===== src/rtl/gameport_pkg.sv =====
// Shared definitions for the game-port axis reader: FSM states, port bit
// positions and the axis count limit.
package gameport_pkg;

  typedef enum logic [2:0] {
    IDLE   = 3'd0,
    TRIG   = 3'd1,
    SETTLE = 3'd2,
    MEAS   = 3'd3,
    DONE   = 3'd4
  } gp_state_e;

  localparam int AX_P1X  = 0;
  localparam int AX_P1Y  = 1;
  localparam int AX_P2X  = 2;
  localparam int AX_P2Y  = 3;
  localparam int BT_P1B1 = 4;
  localparam int BT_P1B2 = 5;
  localparam int BT_P2B1 = 6;
  localparam int BT_P2B2 = 7;

  localparam int         NUM_AXES = 4;
  localparam logic [7:0] AXIS_MAX = 8'd255;

endpackage


===== src/rtl/gameport_tick_div.sv =====
// Measurement tick divider: one tick every tick_div+1 enabled cycles, with the
// division ratio captured when the divider is cleared.
module gameport_tick_div (
  input  logic       clk,
  input  logic       reset,
  input  logic       clear,
  input  logic       en,
  input  logic [7:0] tick_div,
  output logic       tick
);

  logic [7:0] div_r;
  logic [7:0] cnt_r;

  // ratio capture on clear, then 0..div_r wrap count while enabled
  always_ff @(posedge clk or posedge reset) begin
    if (reset) begin
      div_r <= 8'd0;
      cnt_r <= 8'd0;
    end else if (clear) begin
      div_r <= tick_div;
      cnt_r <= 8'd0;
    end else if (en) begin
      if (cnt_r == div_r) begin
        cnt_r <= 8'd0;
      end else begin
        cnt_r <= cnt_r + 8'd1;
      end
    end else begin
      cnt_r <= cnt_r;
    end
  end

  assign tick = en && (cnt_r == div_r);

endmodule


===== src/rtl/gameport_axis_reader.sv =====
// Game-port reader: fires the one-shot, times each axis bit in divided ticks
// and reports per-axis counts, timeouts and button states.
module gameport_axis_reader
  import gameport_pkg::*;
#(
  parameter int SYNC_STAGES = 2,
  parameter int SETTLE_CYC  = 4
) (
  input  logic        clk,
  input  logic        reset,
  input  logic        start,
  input  logic        poll_en,
  input  logic [15:0] poll_period,
  input  logic [7:0]  tick_div,
  input  logic [3:0]  axis_en,
  input  logic [7:0]  gp_in,
  output logic        trig,
  output logic        busy,
  output logic [31:0] axis_val,
  output logic [3:0]  axis_tmo,
  output logic [3:0]  buttons,
  output logic        valid
);

  localparam logic [7:0] SETTLE_LAST = 8'(SETTLE_CYC - 1);

  logic [7:0]  sync_r [SYNC_STAGES];
  logic [7:0]  gs_s;
  gp_state_e   state_r, state_nx_s;
  logic [15:0] poll_cnt_r;
  logic        start_q_r;
  logic [7:0]  settle_cnt_r;
  logic        launch_s, settle_end_s, tick_s;
  logic [3:0]  done_vec_s, done_nx_vec_s, tmo_nx_vec_s;
  logic [31:0] cnt_nx_flat_s;
  logic        trig_r, busy_r, valid_r;
  logic [31:0] axis_val_r;
  logic [3:0]  axis_tmo_r, buttons_r;

  // input synchronizer chain
  always_ff @(posedge clk or posedge reset) begin
    if (reset) begin
      for (int k = 0; k < SYNC_STAGES; k++) sync_r[k] <= 8'd0;
    end else begin
      sync_r[0] <= gp_in;
      for (int k = 1; k < SYNC_STAGES; k++) sync_r[k] <= sync_r[k-1];
    end
  end

  assign gs_s = sync_r[SYNC_STAGES-1];

  // start is taken on its rising edge so a held request launches only once;
  // the +1 makes trig-to-trig spacing equal poll_period
  assign launch_s = (start & ~start_q_r) |
                    (poll_en & (({1'b0, poll_cnt_r} + 17'd1) >= {1'b0, poll_period}));
  assign settle_end_s = (state_r == SETTLE) && (settle_cnt_r == SETTLE_LAST);

  // poll interval counter, start edge history and settle timer
  always_ff @(posedge clk or posedge reset) begin
    if (reset) begin
      poll_cnt_r   <= 16'd0;
      start_q_r    <= 1'b0;
      settle_cnt_r <= 8'd0;
    end else begin
      start_q_r <= start;
      if (state_nx_s == TRIG) begin
        poll_cnt_r <= 16'd0;
      end else if (poll_cnt_r != 16'hFFFF) begin
        poll_cnt_r <= poll_cnt_r + 16'd1;
      end else begin
        poll_cnt_r <= poll_cnt_r;
      end
      if (state_r == SETTLE) begin
        settle_cnt_r <= settle_cnt_r + 8'd1;
      end else begin
        settle_cnt_r <= 8'd0;
      end
    end
  end

  gameport_tick_div u_tick_div (
    .clk      (clk),
    .reset    (reset),
    .clear    (settle_end_s),
    .en       (state_r == MEAS),
    .tick_div (tick_div),
    .tick     (tick_s)
  );

  for (genvar i = 0; i < NUM_AXES; i++) begin : g_axis
    logic [7:0] cnt_r, cnt_nx_s;
    logic       done_r, done_nx_s, tmo_r, tmo_nx_s;

    // per-axis tick counting; a low sample or the count limit ends the axis
    always_comb begin
      cnt_nx_s  = cnt_r;
      done_nx_s = done_r;
      tmo_nx_s  = tmo_r;
      if (tick_s && !done_r) begin
        if (gs_s[i]) begin
          cnt_nx_s = cnt_r + 8'd1;
          if (cnt_r == AXIS_MAX - 8'd1) begin
            done_nx_s = 1'b1;
            tmo_nx_s  = 1'b1;
          end else begin
            done_nx_s = 1'b0;
          end
        end else begin
          done_nx_s = 1'b1;
        end
      end else begin
        cnt_nx_s = cnt_r;
      end
    end

    // disabled axes start out done, so they finish at 0 with no timeout
    always_ff @(posedge clk or posedge reset) begin
      if (reset) begin
        cnt_r  <= 8'd0;
        done_r <= 1'b0;
        tmo_r  <= 1'b0;
      end else if (state_r == TRIG) begin
        cnt_r  <= 8'd0;
        done_r <= ~axis_en[i];
        tmo_r  <= 1'b0;
      end else begin
        cnt_r  <= cnt_nx_s;
        done_r <= done_nx_s;
        tmo_r  <= tmo_nx_s;
      end
    end

    assign done_vec_s[i]           = done_r;
    assign done_nx_vec_s[i]        = done_nx_s;
    assign tmo_nx_vec_s[i]         = tmo_nx_s;
    assign cnt_nx_flat_s[8*i +: 8] = cnt_nx_s;
  end

  // next-state decode
  always_comb begin
    state_nx_s = state_r;
    case (state_r)
      IDLE: begin
        if (launch_s) state_nx_s = TRIG;
        else          state_nx_s = IDLE;
      end
      TRIG: state_nx_s = SETTLE;
      SETTLE: begin
        if (settle_end_s) begin
          if (&done_vec_s) state_nx_s = DONE;
          else             state_nx_s = MEAS;
        end else begin
          state_nx_s = SETTLE;
        end
      end
      MEAS: begin
        if (tick_s && (&done_nx_vec_s)) state_nx_s = DONE;
        else                            state_nx_s = MEAS;
      end
      DONE:    state_nx_s = IDLE;
      default: state_nx_s = IDLE;
    endcase
  end

  // state register and registered outputs, results captured entering DONE
  always_ff @(posedge clk or posedge reset) begin
    if (reset) begin
      state_r    <= IDLE;
      trig_r     <= 1'b0;
      busy_r     <= 1'b0;
      valid_r    <= 1'b0;
      axis_val_r <= 32'd0;
      axis_tmo_r <= 4'd0;
      buttons_r  <= 4'd0;
    end else begin
      state_r <= state_nx_s;
      trig_r  <= (state_nx_s == TRIG);
      busy_r  <= (state_nx_s != IDLE);
      valid_r <= (state_nx_s == DONE);
      if (state_nx_s == DONE) begin
        axis_val_r <= cnt_nx_flat_s;
        axis_tmo_r <= tmo_nx_vec_s;
        buttons_r  <= ~gs_s[BT_P2B2:BT_P1B1];
      end else begin
        axis_val_r <= axis_val_r;
        axis_tmo_r <= axis_tmo_r;
        buttons_r  <= buttons_r;
      end
    end
  end

  assign trig     = trig_r;
  assign busy     = busy_r;
  assign valid    = valid_r;
  assign axis_val = axis_val_r;
  assign axis_tmo = axis_tmo_r;
  assign buttons  = buttons_r;

endmodule


===== config.mk =====
export PLATFORM = sky130hd
export DESIGN_NAME = gameport_axis_reader
export DESIGN_NICKNAME = d
export VERILOG_FILES = /design/src/rtl/gameport_pkg.sv /design/src/rtl/gameport_tick_div.sv /design/src/rtl/gameport_axis_reader.sv
export SDC_FILE = /design/constraint.sdc
export NUM_CORES = 1
export LEC_CHECK = 0
export ABC_AREA = 1
export CAP_MARGIN = 20
export CORE_AREA = 2 2 107 130
export CTS_CLUSTER_SIZE = 20
export DETAILED_ROUTE_END_ITERATION = 6
export DIE_AREA = 0 0 109 132
export PLACE_DENSITY = 0.8
export SLEW_MARGIN = 5
export SYNTH_ARGS = -nofsm -noshare
export SYNTH_HDL_FRONTEND = slang
export SYNTH_SLANG_ARGS = --single-unit

===== constraint.sdc =====
create_clock -name clk -period 6.1 [get_ports clk]
set_input_delay 0.915 -clock clk [delete_from_list [all_inputs] [get_ports clk]]
set_output_delay 0.915 -clock clk [all_outputs]
set_load 0.01 [all_outputs]

* Word-level counts from Yosys, hierarchy flattened
Index checks and enable logic that the tools add are counted.
W data, S select, Z words.
** Word-level totals
- Bits of input ports :: 40
- Word-level logic and storage cells :: 128
- Output and inout port bits :: 43
- Register bits :: 143
** Cells by class
- Add/subtract/negate cells :: 8
- Muxes and demuxes :: 55
- Order comparisons :: 1
- Bitwise gates (word level) :: 9
- Equality and inequality tests :: 12
- Reduce and logical (&&, ||, !) cells :: 17
** Operators with widths (number)
- $mux W8 :: 16
- $add A8 B1 Y8 const B :: 6
- $mux W1 :: 33
- $eq A8 B8 Y1 const B :: 4
- $mux W16 :: 2
- $add A16 B1 Y17 const B :: 1
- $ge A17 B16 Y1 :: 1
- $add A16 B1 Y16 const B :: 1
- $ne A16 B16 Y1 const B :: 1
- $pmux W3 S4 :: 1
- $mux W3 :: 3
- $eq A8 B2 Y1 const B :: 1
- $eq A8 B8 Y1 :: 1
- $reduce_and A4 Y1 :: 2
- $logic_and A1 B1 Y1 :: 7
- $eq A3 B1 Y1 const B :: 2
- $eq A3 B2 Y1 const B :: 2
- $not A1 Y1 :: 5
- $logic_not A1 Y1 :: 4
- $not A4 Y4 :: 1
- $reduce_bool A2 Y1 :: 2
- $eq A3 B3 Y1 const B :: 1
- $logic_not A3 Y1 :: 1
- $reduce_bool A3 Y1 :: 1
- other kinds (2) :: 3

* Logic depth before layout (Yosys ltp)
Gate-level depths: netlist of run 1.
- Depth after elaboration :: 10
- Gate-level depth with buffers :: 20
- Gate-level depth less buffers :: 20

* By module
Synthesis of run 1 repeated with hierarchy kept, for this count alone.
** Second synthesis, totals
- Cells, all modules :: 735
- Area total of the unflattened synthesis :: 6800.3 um^2
** Modules (own cells, without submodules)
- gameport_axis_reader :: cells each 623, instances 1, area each 5938.2 um^2, sequential area each 3178.0 um^2
- gameport_tick_div :: cells each 112, instances 1, area each 862.1 um^2, sequential area each 400.4 um^2

* Worst setup path before layout of run 1
No wires, ideal clock.
- Path type :: reg-to-reg
- Start :: register poll_cnt_r[0]
- End :: register poll_cnt_r[4]
- Data required time :: 5963 ps
- Arrival time :: 2558 ps
- Setup time :: 137 ps
- Cell stages (with the launch flop) :: 21
- Period minus slack after synthesis :: 2695 ps
- Path buffers :: 1
- Setup slack :: 3405 ps
- Cells stage by stage :: dfrtp_1 nand3_1 nor2_1 nand2_1 nor2_1 nand4_1 nor2_1 nand3_1 xor2_1 inv_1 ha_1 nand2_1 nor2_1 nand4_1 nand2_1 nor3_1 nand2_1 nand2_1 a21oi_4 buf_4 a21oi_1
** On the way
- Word-level cells in the longest chain between the ends :: 8
- Elaborated cells on any way between the ends :: 12
- Classes of those cells :: add/sub (2); order compare (1); eq/ne (2); mux (4); bitwise (2); reduce/logical (1)
** RTL lines
- start, declared :: RTL line gameport_axis_reader.sv:30 : logic [15:0] poll_cnt_r;
- start signal, assigned :: RTL line gameport_axis_reader.sv:69 : poll_cnt_r <= poll_cnt_r + 16'd1;
- start signal, assigned :: RTL line gameport_axis_reader.sv:71 : poll_cnt_r <= poll_cnt_r;
- $add A16 B1 Y17 :: RTL line gameport_axis_reader.sv:55 : (poll_en & (({1'b0, poll_cnt_r} + 17'd1) >= {1'b0, poll_period}));
- $ge A17 B16 Y1 :: RTL line gameport_axis_reader.sv:55
- $and A1 B1 Y1 :: RTL line gameport_axis_reader.sv:55
- $or A1 B1 Y1 :: RTL line gameport_axis_reader.sv:54 : assign launch_s = (start & ~start_q_r) |
- $mux W1 :: RTL line gameport_axis_reader.sv:144 : if (launch_s) state_nx_s = TRIG;
- $pmux W3 S4 :: RTL line gameport_axis_reader.sv:142 : case (state_r)
- $eq A3 B1 Y1 :: RTL line gameport_axis_reader.sv:66 : if (state_nx_s == TRIG) begin
- $mux W16 / $reduce_bool A2 Y1 (equally long branches)
Parallel ways exist; a longest one is shown, timed or not. The select of a mux whose other input is x is not followed.
A chain may end at the register's enable or synchronous reset.

* Worst setup path after layout of run 1
- Start :: register poll_cnt_r[0]
- End :: register busy_r (netlist: busy)
** On the way
- Word-level cells in the longest chain between the ends :: 7
** RTL lines
- $add A16 B1 Y17 :: RTL line gameport_axis_reader.sv:55
- $ge A17 B16 Y1 :: RTL line gameport_axis_reader.sv:55
- $and A1 B1 Y1 :: RTL line gameport_axis_reader.sv:55
- $or A1 B1 Y1 :: RTL line gameport_axis_reader.sv:54
- $mux W1 :: RTL line gameport_axis_reader.sv:144
- $pmux W3 S4 :: RTL line gameport_axis_reader.sv:142
- $reduce_bool A3 Y1 :: RTL line gameport_axis_reader.sv:178 : busy_r <= (state_nx_s != IDLE);
- end signal, assigned :: RTL line gameport_axis_reader.sv:178
- end, declared :: RTL line gameport_axis_reader.sv:36 : logic trig_r, busy_r, valid_r;
Every way passes these cells.

==> reports/qor.txt, run 1 <==
Synth cell types - 40
P per Cell Area - 316 nW/µm²
final setup vio count - 0
core area - 13,100 µm²
internal power - 2.06 mW
Yosys reg bits - 143
initial antenna violation count - 0
Mapped Area - 7360 µm²
post-CTS setup buffers - 0
sequential share of power - 39.7%
mean area per synthesized cell - 7.90 µm²
sw frac - 27.6%
wire length on met3 - 680 µm
cell count after synthesis - 932
Starting Density - 56.3%
total clock sinks - 143
Critical Path Sink Type - register
DRT antenna net count - 0
WL final - 15,100 µm
Reg2Reg Setup Slack - 3.00 ns
Die X-Extent - 109 µm
GRT overflow - 0
fraction of final layout cells sized beyond drive strength 1 - 6.51%
vias per inst - 5.00
detailed-route wire length per cell - 12.6 µm
leakage power - 4.60 nW
antenna cells - 0
# rows - 46
final core utilization - 68.9%
TritonRoute pass-1 iters - 5
gr usage total - 22.8%
Clk pwr share - 42.4%
commonest register cell after synthesis - dfrtp_1
die span in y - 132 µm
DRC Markers - 0
pin count of the biggest net entering global routing - 108
CP max stage delay - 0.42 ns
first-pass GRT wire length - 26,100 µm
TNS Setup - 0 ns
area grow syn2layout - 22.4%
clk slew on worst S/H paths - 0.06 ns
IO Pins - 83
IO buf count - 82
CTS H-tree depth - 4
Syn. warnings - 0
drt first-iter violations - 306
FMAX - 0.323 GHz
crit path cell chain - nand3_1, nor2_1, nand2_1, nor2_1, nand4_1, nor2_1, nand3_1, xor2_1, inv_1, ha_1, nand2_1, nor2_1, nand4_1, nand2_1, nor3_1, nand2_1, nand2_1, a21oi_4, nor2_1, nand3_1
worst ir drop on vdd - 0.000208 V
Num CTS Buffers - 17
WL met1 - 6770 µm
Post-synth EDFFs - 0
ys async rst share - 100%
run status - finished clean
Syn Nets - 999
Sw Pwr - 788 µW
Hold WC Path Type - reg -> reg
Via Count - 5,982
critical path launch point type - register
post-CTS sizing - 0
die area - 14,400 µm²
Clock Latency Late Sink - 0.42 ns
RSZ-0062 raised after global routing - false
CP required - 6.45 ns
fin crit period - 3.10 ns
combinational power share - 17.9%
Clock Skew - 0.0131 ns
final worst path period share - 50.8%
Slew Viols, Final - 0
post-synthesis sequential area ratio - 48.6%
vias in the first global route - 5,904
Final #Nets - 1,085
Critical Path AT - 3.45 ns
Max clock buf depth - 2
max layer used - met4
final hold viol count - 0
total power - 2.85 mW
hold_buf cts - 0
Final HPWL DP - 10,400 µm
max_slew headroom - 36.5%
Slew @ Worst Pin - 0.950 ns
CTS tree - done
CTS root buffer - clkbuf_16
met2 wire len - 7500 µm
Slowest cell on crit path - dfrtp_1
routability cong. - 0.852
max_cap viols - 0
WS Path Type - reg -> reg
CP max FO - 18
## cell usage in the layout (no fill, tap or decap), drive strengths merged
master / n
bufinv: 7
xnor2: 4
nor3b: 1
dfrtp: 143
clkdlybuf4s50: 82
o21a: 1
o211ai: 1
buf: 3
nand3: 27
nand2: 265
nor2: 128
inv: 140
nor3: 27
a211oi: 2
xor2: 29
or2: 6
nand4: 9
nand3b: 1
ha: 27
clkbuf: 20
nor4: 6
a21o: 2
and2: 1
o21ai: 40
a22oi: 1
o2111ai: 1
o21bai: 5
o41ai: 1
a21oi: 46
clkinv: 3
## worst max-delay path: cells and delay by family, from the launching register on
family          cells  cell delay (ns)
simple gates       16             1.66
xor+xnor            1             0.19
fa+ha+maj           1             0.29
compound gates      1             0.40
flops               1             0.42
buf+inv             1             0.07
## metal layers
| metal | vias to the layer above | GRT usage [%] |
|---|---|---|
| li1 | 3076 | - |
| met1 | 2776 | 27.7 |
| met2 | 114 | 39.4 |
| met3 | 16 | 6.23 |
| met4 | 0 | 5.98 |
| met5 | - | 0 |
## area by class of cell
| class | instances | area (µm²) |
|---|---|---|
| repair buffers | 85 | 843 |
| clock inverters | 10 | 233 |
| fillers | 1032 | 4060 |
| multi-input cells | 631 | 3150 |
| clock buffers | 20 | 457 |
| inverters | 140 | 533 |
| well taps | 168 | 210 |
| flip-flops and latches | 143 | 3580 |
## stage by stage
stage	std cells	hold slack, ns	setup slack (ns)	instance area (µm²)
2_1_floorplan	932	0.331	1.35	7360
5_1_grt	1197	0.354	2.58	9000
3_3_place_gp	1167	0.333	3.03	8320
4_1_cts	1197	0.348	2.97	9000
6_report	1197	0.347	3.00	9000
3_5_place_dp	1167	0.335	2.99	8320
## synth_stat cells, types with 2 or more instances
master    number  area [µm²]
nor4_1         6        37.5
xor2_1        29         254
nor2_4         2        22.5
nand2_1      263         987
o21bai_1       5        37.5
or2_2          6        37.5
o21ai_0       32         160
nor2_1       119         447
nand4_1        9        56.3
nor3_1        24         120
ha_1          27         338
nor3_2         3        30.0
buf_6          3        33.8
nand3_1       26         130
buf_4          6        45.0
nor2_2         7        43.8
a21oi_1       45         225
inv_1        129         484
inv_2          9        33.8
clkbuf_1       9        33.8
a211oi_1       2        15.0
o21ai_1        7        35.0
xnor2_1        4        35.0
a21o_1         2        15.0
dfrtp_1      143        3580
## final timing paths
kind / from / endpoint / depth (start not counted)
max in group asynchronous: reset / u_tick_div.div_r[5] / 3
worst max register to register: poll_cnt_r[0] / busy / 20
min in group asynchronous: reset / axis_val[6] / 2
worst min register to register: sync_r[11] / gs_s[3] / 0
worst min-delay path: sync_r[11] / gs_s[3] / 0
worst max-delay path: poll_cnt_r[0] / busy / 20
## registers in the layout (all words and copies together), names as in the netlist, 3 cells and up
register and cells:
g_axis.cnt_r 32, u_tick_div.div_r 8, g_axis.tmo_r 4, gs_s 8, axis_val 32, state_r 3, u_tick_div.cnt_r 8, poll_cnt_r 16
g_axis.done_r 4, buttons 4, axis_tmo 4, settle_cnt_r 8, sync_r 8
## kinds of logic after synthesis
family / count (synthesis) / synth area share, %
compound gates: 100 / 7.51
xor+xnor: 33 / 3.93
fa+ha+maj: 27 / 4.59
buf+inv: 158 / 8.70
flops: 143 / 48.6
simple gates: 471 / 26.6
## power by group through the flow
| stage | combinational [mW] | sequential [mW] | clock [mW] |
|---|---|---|---|
| 6_report | 0.509 | 1.13 | 1.21 |
| 5_1_grt | 0.591 | 1.14 | 1.26 |
| 4_1_cts | 0.513 | 1.13 | 1.22 |
| 3_5_place_dp | 0.508 | 1.14 | 0 |
| 3_3_place_gp | 0.489 | 1.14 | 0 |
| 2_1_floorplan | 0.369 | 1.13 | 0 |
No activity file was read; power rests on OpenSTA's default activity.
==> inputs of run 2 (changes only) <==
- clock period: 6.1 -> 3 ns (I/O delays scaled with it)
==> run 2 against run 1 <==
Against the previous run:
- combinational power rose by 110%
- hold slack improved by 0.0064 ns
- fmax rose by 4.3%
- register-to-register slack got worse by 3.0 ns
- first-iteration DRC count fell by 3.6%
- die area did not move
- largest power group is now registers
==> reports/qor.txt, run 2 (synthesis gave the netlist of run 1 again) <==
FMAX - 0.337 GHz (+4.3%)
detailed-route wire length per cell - 12.6 µm (-0.47%)
Crit Reg-Reg Startpoint - poll_cnt_r[0]
worst ir drop on vdd - 0.000394 V (+90%)
antenna cells - 0 (unchanged)
WS Path Type - reg -> reg
total clock sinks - 143 (unchanged)
pin count of the biggest net entering global routing - 82 (-24%)
vias in the first global route - 5,930 (+0.44%)
IO Pins - 83 (unchanged)
run status - finished clean
routability cong. - 0.865 (+1.6%)
first-pass GRT wire length - 25,900 µm (-0.85%)
vias per inst - 4.98 (-0.41%)
combinational power share - 18.8% (+0.9 points)
core area - 13,100 µm² (unchanged)
die area - 14,400 µm² (unchanged)
Slew @ Worst Pin - 0.734 ns (-0.216 ns)
critical path launch point type - register
Hold Path Origin - sync_r[14]
fraction of final layout cells sized beyond drive strength 1 - 8.83% (+2.3 points)
final hold viol count - 0 (unchanged)
internal power - 4.06 mW (+97%)
final setup vio count - 0 (unchanged)
DRC Markers - 0 (unchanged)
area grow syn2layout - 24.5%
Die X-Extent - 109 µm (unchanged)
IO buf count - 82 (unchanged)
sw frac - 28.1% (+0.42 points)
Final HPWL DP - 10,600 µm (+2.0%)
initial antenna violation count - 0 (unchanged)
WL final - 15,200 µm (+0.62%)
Max clock buf depth - 2 (unchanged)
GRT overflow - 0 (unchanged)
Critical Path Sink Type - register
Hold WC Path Type - reg -> reg
drt first-iter violations - 295 (-3.6%)
clk slew on worst S/H paths - 0.06 ns (about the same)
leakage power - 4.64 nW (+0.96%)
Filler Cells Inserted - 999 (-3.2%)
die span in y - 132 µm (unchanged)
Non-Filler Instances - 1,210 (+1.1%)
Clock Skew - 0.00617 ns (-0.00695 ns)
cell count after placement - 1,174 (+0.60%)
final worst path period share - 99.0% (+48 points)
CTS root buffer - clkbuf_16
Clk pwr share - 40.5% (-1.9 points)
hold_buf cts - 0 (unchanged)
Final Cell Area - 9170 µm² (+1.8%)
fin crit period - 2.97 ns (-0.128 ns)
DRT antenna net count - 0 (unchanged)
worst setup path startpoint - poll_cnt_r[0]
Sw Pwr - 1.59 mW (+100%)
CP max FO - 17 (-1)
RSZ-0062 raised after global routing - true
DP Area - 8420 µm² (+1.2%)
Starting Density - 56.3% (unchanged)
P per Cell Area - 617 nW/µm² (+95%)
# rows - 46 (unchanged)
max_slew headroom - 51.1% (+15 points)
Slew Viols, Final - 0 (unchanged)
Via Count - 6,022 (+0.67%)
Critical Path AT - 3.24 ns (-0.21 ns)
CTS tree - done
TNS Setup - 0 ns (unchanged)
sequential share of power - 40.7% (+1.0 points)
most frequent cells in the layout - nand2_1, dfrtp_1, inv_1
gr usage total - 22.5% (-0.28 points)
CTS H-tree depth - 4 (unchanged)
commonest non-fill, non-tap cell in the layout - nand2_1
Final #Nets - 1,096 (+1.0%)
max_cap viols - 0 (unchanged)
CP required - 3.27 ns (-3.18 ns)
final hold slack - 0.353 ns (+0.00637 ns)
TritonRoute pass-1 iters - 5 (unchanged)
Num CTS Buffers - 17 (unchanged)
Clock Latency Late Sink - 0.41 ns (about the same)
[run 2: cell types whose count changed in the layout (fill, tap and decap cells not counted), sizes merged]
cell,change
buf,+11
bufinv,-2
clkbuf,+2
clkinv,+1
clkinvlp,+3
inv,-2
[run 2: repair_timing]
action | 4_1_cts | 5_1_grt
resized for setup | 0 | 15
hold endpoints to repair | 0 | 0
buffers inserted | 0 | 4
endpoints found under the setup margin | 0 | 19
[run 2: cell type report]
class	count	area, µm²	share of cell area, %
Sequential cell	143	3580	39.0
Tap cell	168	210	2.29
Timing Repair Buffer	96	976	10.6
Inverter	140	532	5.80
Clock buffer	22	464	5.06
Clock inverter	10	184	2.01
Multi-Input combinational cell	631	3220	35.1
[run 2: power groups by stage]
stage | Clock (mW) | Combinational (mW) | Sequential, mW
after floorplan | 0 | 0.750 | 2.29
after global placement | 0 | 1.01 | 2.32
after detailed placement | 0 | 1.05 | 2.32
after CTS | 2.33 | 1.05 | 2.29
after global routing | 2.42 | 1.24 | 2.32
final | 2.29 | 1.07 | 2.30
[run 2: path summary, 6_finish.rpt]
path / depth (start not counted) / slack (ns) / to
setup / recovery: 20 / 0.03 / poll_cnt_r[5]
hold / removal: 0 / 0.35 / gs_s[6]
setup reg to reg: 20 / 0.03 / poll_cnt_r[5]
hold reg to reg: 0 / 0.35 / gs_s[6]
max in group asynchronous: 3 / 1.77 / g_axis[0].tmo_r
min in group asynchronous: 2 / 0.44 / g_axis[2].cnt_r[3]
[run 2: routing by layer]
metal  GRT usage (%)  part of all wire (%)
met5               0                     0
met4            7.19                   1.3
met3            5.78                   4.3
met2            38.6                    51
met1            27.3                    43
[run 2: metrics by stage]
step	setup WS, ns	total power, mW	util [%]
2_1_floorplan	0.305	3.04	-
3_3_place_gp	0.123	3.33	64.4
3_5_place_dp	0.0479	3.36	64.4
4_1_cts	0.00552	5.68	69.4
5_1_grt	-0.218	5.98	70.1
6_report	0.0306	5.65	70.1
[run 2: worst max-delay path: stages, from the launching register on]
cell and delay [ns]:
dfrtp_1 0.42, nand3_2 0.11, nor2_2 0.12, nand2_1 0.09
nor2_2 0.14, nand4_1 0.22, nor2_2 0.21, nand3_1 0.10
xor2_1 0.17, inv_1 0.10, ha_4 0.27, nand2_1 0.05
nor2_1 0.08, nand4_1 0.09, nand2_1 0.07, nor3_1 0.04
nand2_1 0.09, nand2_2 0.06, a21oi_4 0.18, buf_12 0.17
a21oi_1 0.05
==> inputs of run 3 (changes only) <==
- CELL_PAD_IN_SITES_DETAIL_PLACEMENT: default -> 2
- CELL_PAD_IN_SITES_GLOBAL_PLACEMENT: default -> 2
- CORE_AREA: 2 2 107 130 -> 2 2 140 169
- DIE_AREA: 0 0 109 132 -> 0 0 142 171
- PLACE_DENSITY: 0.8 -> default
- PLACE_DENSITY_LB_ADDON: default -> 0.1
==> run 3 against run 2 <==
Against the previous run:
- setup slack got worse by 0.033 ns
- sequential power barely moved
- highest routed layer unchanged
- clock-buffer cell count is 4 lower
- die area rose by 69%
- the run now ends with negative setup slack left
- largest power group is now the clock network
- critical path depth unchanged
==> reports/qor.txt, run 3 (synthesis gave the netlist of run 1 again) <==
total clock sinks - 143 (unchanged)
max_slew headroom - 60.9% (+9.8 points)
DP Worst Slack - -0.0633 ns (-0.111 ns)
max_cap viols - 0 (unchanged)
Clock Skew - 0.0114 ns (+0.00522 ns)
Final #Nets - 1,103 (+0.64%)
Final Cell Area - 9420 µm² (+2.8%)
drt first-iter violations - 151 (-49%)
Num CTS Buffers - 17 (unchanged)
Slew Viols, Final - 0 (unchanged)
most used cell, CP - nand2_2
crit path cell chain - nand3_2, nor2_4, nand2_2, nor2_4, nand4_1, nor2_2, nand3_2, xor2_2, inv_2, ha_4, nand2_2, nor2_1, nand4_1, nand2_1, nor3_2, nand2_2, nand2_2, a21oi_4, buf_6, a21oi_1
Starting Density - 32.2% (-24 points)
worst ir drop on vdd - 0.000400 V (+1.4%)
TritonRoute pass-1 iters - 4 (-1)
pin count of the biggest net entering global routing - 97 (+18%)
most frequent cells in the layout - nand2_1, dfrtp_1, inv_1
CTS root buffer - clkbuf_16
Reg2Reg Setup Slack - -0.002 ns (-0.03 ns)
CP max stage delay - 0.39 ns (-0.03 ns)
commonest non-fill, non-tap cell in the layout - nand2_1
die area - 24,300 µm² (+69%)
Max clock buf depth - 2 (unchanged)
vias per inst - 4.76 (-4.3%)
vias in the first global route - 7,008 (+18%)
Hold WC Path Type - in -> async
gr usage total - 17.7% (-4.8 points)
DRC Markers - 0 (unchanged)
CTS H-tree depth - 4 (unchanged)
fin crit period - 3.00 ns (+0.0328 ns)
Slowest cell on crit path - dfrtp_1
IO buf count - 82 (unchanged)
worst-case reg-to-reg path depth - 20 (unchanged)
RSZ-0062 raised after global routing - true
DRT antenna net count - 0 (unchanged)
final setup vio count - 1 (+1)
detailed-route wire length per cell - 15.4 µm (+23%)
Crit Reg-Reg Startpoint - poll_cnt_r[1]
hold_buf cts - 0 (unchanged)
CP max FO - 6 (-11)
failing checks - negative setup slack
Via Count - 6,343 (+5.3%)
WL final - 20,500 µm (+35%)
WS Path Type - reg -> reg
CP required - 3.27 ns (about the same)
Critical Path AT - 3.27 ns (+0.03 ns)
critical path launch point type - register
clk slew on worst S/H paths - 0.06 ns (about the same)
CTS tree - done
final worst path period share - 100% (+1.1 points)
# rows - 61 (+33%)
Worst Slack Setup Final - -0.00221 ns (-0.0328 ns)
area grow syn2layout - 28.1%
leakage power - 4.68 nW (+0.81%)
worst setup path startpoint - poll_cnt_r[1]
core area - 22,800 µm² (+75%)
P per Cell Area - 623 nW/µm² (+1.1%)
Critical Path Sink Type - register
die span in y - 171 µm (+30%)
initial antenna violation count - 0 (unchanged)
DP Area - 8570 µm² (+1.8%)
Clock Latency Late Sink - 0.42 ns (about the same)
Slew @ Worst Pin - 0.587 ns (-0.147 ns)
GRT overflow - 0 (unchanged)
FMAX - 0.333 GHz (-1.1%)
first-pass GRT wire length - 34,400 µm (+33%)
fraction of final layout cells sized beyond drive strength 1 - 10.9% (+2.0 points)
final hold viol count - 0 (unchanged)
run status - complete, but fails checks
IO Pins - 83 (unchanged)
antenna cells - 0 (unchanged)
Die X-Extent - 142 µm (+30%)
Final HPWL DP - 14,500 µm (+37%)
routability cong. - 0.772 (-11%)
-- run 3: cell types whose count changed in the layout (fill, tap and decap cells not counted), moves of 3 or more --
cell	previous run	this run
nor2_4	4	7
buf_12	4	1
nand2_2	3	7
nand2_1	261	257
nand3_2	2	5
buf_4	10	18
clkbuf_1	3	0
inv_6	0	5
nand3_1	25	22
-- run 3: metal layers --
metal	global-route usage (%)	part of all wire [%]
met1	21.2	43
met2	32.6	53
met3	3.58	2.8
met4	3.83	0.98
met5	0	0
-- run 3: power by group --
part	switching, mW	internal [mW]
Combinational	0.746	0.435
Clock	0.885	1.52
Sequential	0.159	2.14
-- run 3: worst paths after layout --
path	endpoint
setup reg to reg	poll_cnt_r[6]
hold / removal	poll_cnt_r[14]
max in group asynchronous	g_axis[1].tmo_r
setup / recovery	poll_cnt_r[6]
min in group clk	gs_s[2]
hold reg to reg	gs_s[2]
-- run 3: area by class of cell --
type                       count  area (µm²)
clock buffer                  18         439
timing repair buffer         103         998
sequential                   143        3580
clock inverter                14         226
inverter                     140         532
tap                          283         354
multi-input combinational    631        3300
fill                        2606       13400
-- run 3: timing repair --
item                       CTS  global route
gates cloned                 0             1
pin swaps                    0            12
hold endpoints to repair     0             0
setup endpoints to repair   13            19
buffers inserted             0             5
resized for setup            3            32
-- run 3: metrics by stage --
step                util, %  hold WS, ns  std cells  TNS (ns)  total power [mW]
global placement       37.5        0.333       1294         0              3.43
floorplan                 -        0.331        932         0              3.04
CTS                    40.5        0.266       1326         0              5.94
detailed placement     37.5        0.338       1294    -0.517              3.49
finish                 41.3        0.282       1332  -0.00221              5.87
global route           41.3        0.291       1332     -3.06              6.24
-- run 3: worst max-delay path, delay by kind of cell, from the launching register on --
| kind | cells | cell delay (ns) |
|---|---|---|
| buf+inv | 2 | 0.25 |
| flops | 1 | 0.39 |
| fa+ha+maj | 1 | 0.27 |
| xor+xnor | 1 | 0.24 |
| compound gates | 2 | 0.29 |
| simple gates | 14 | 1.40 |
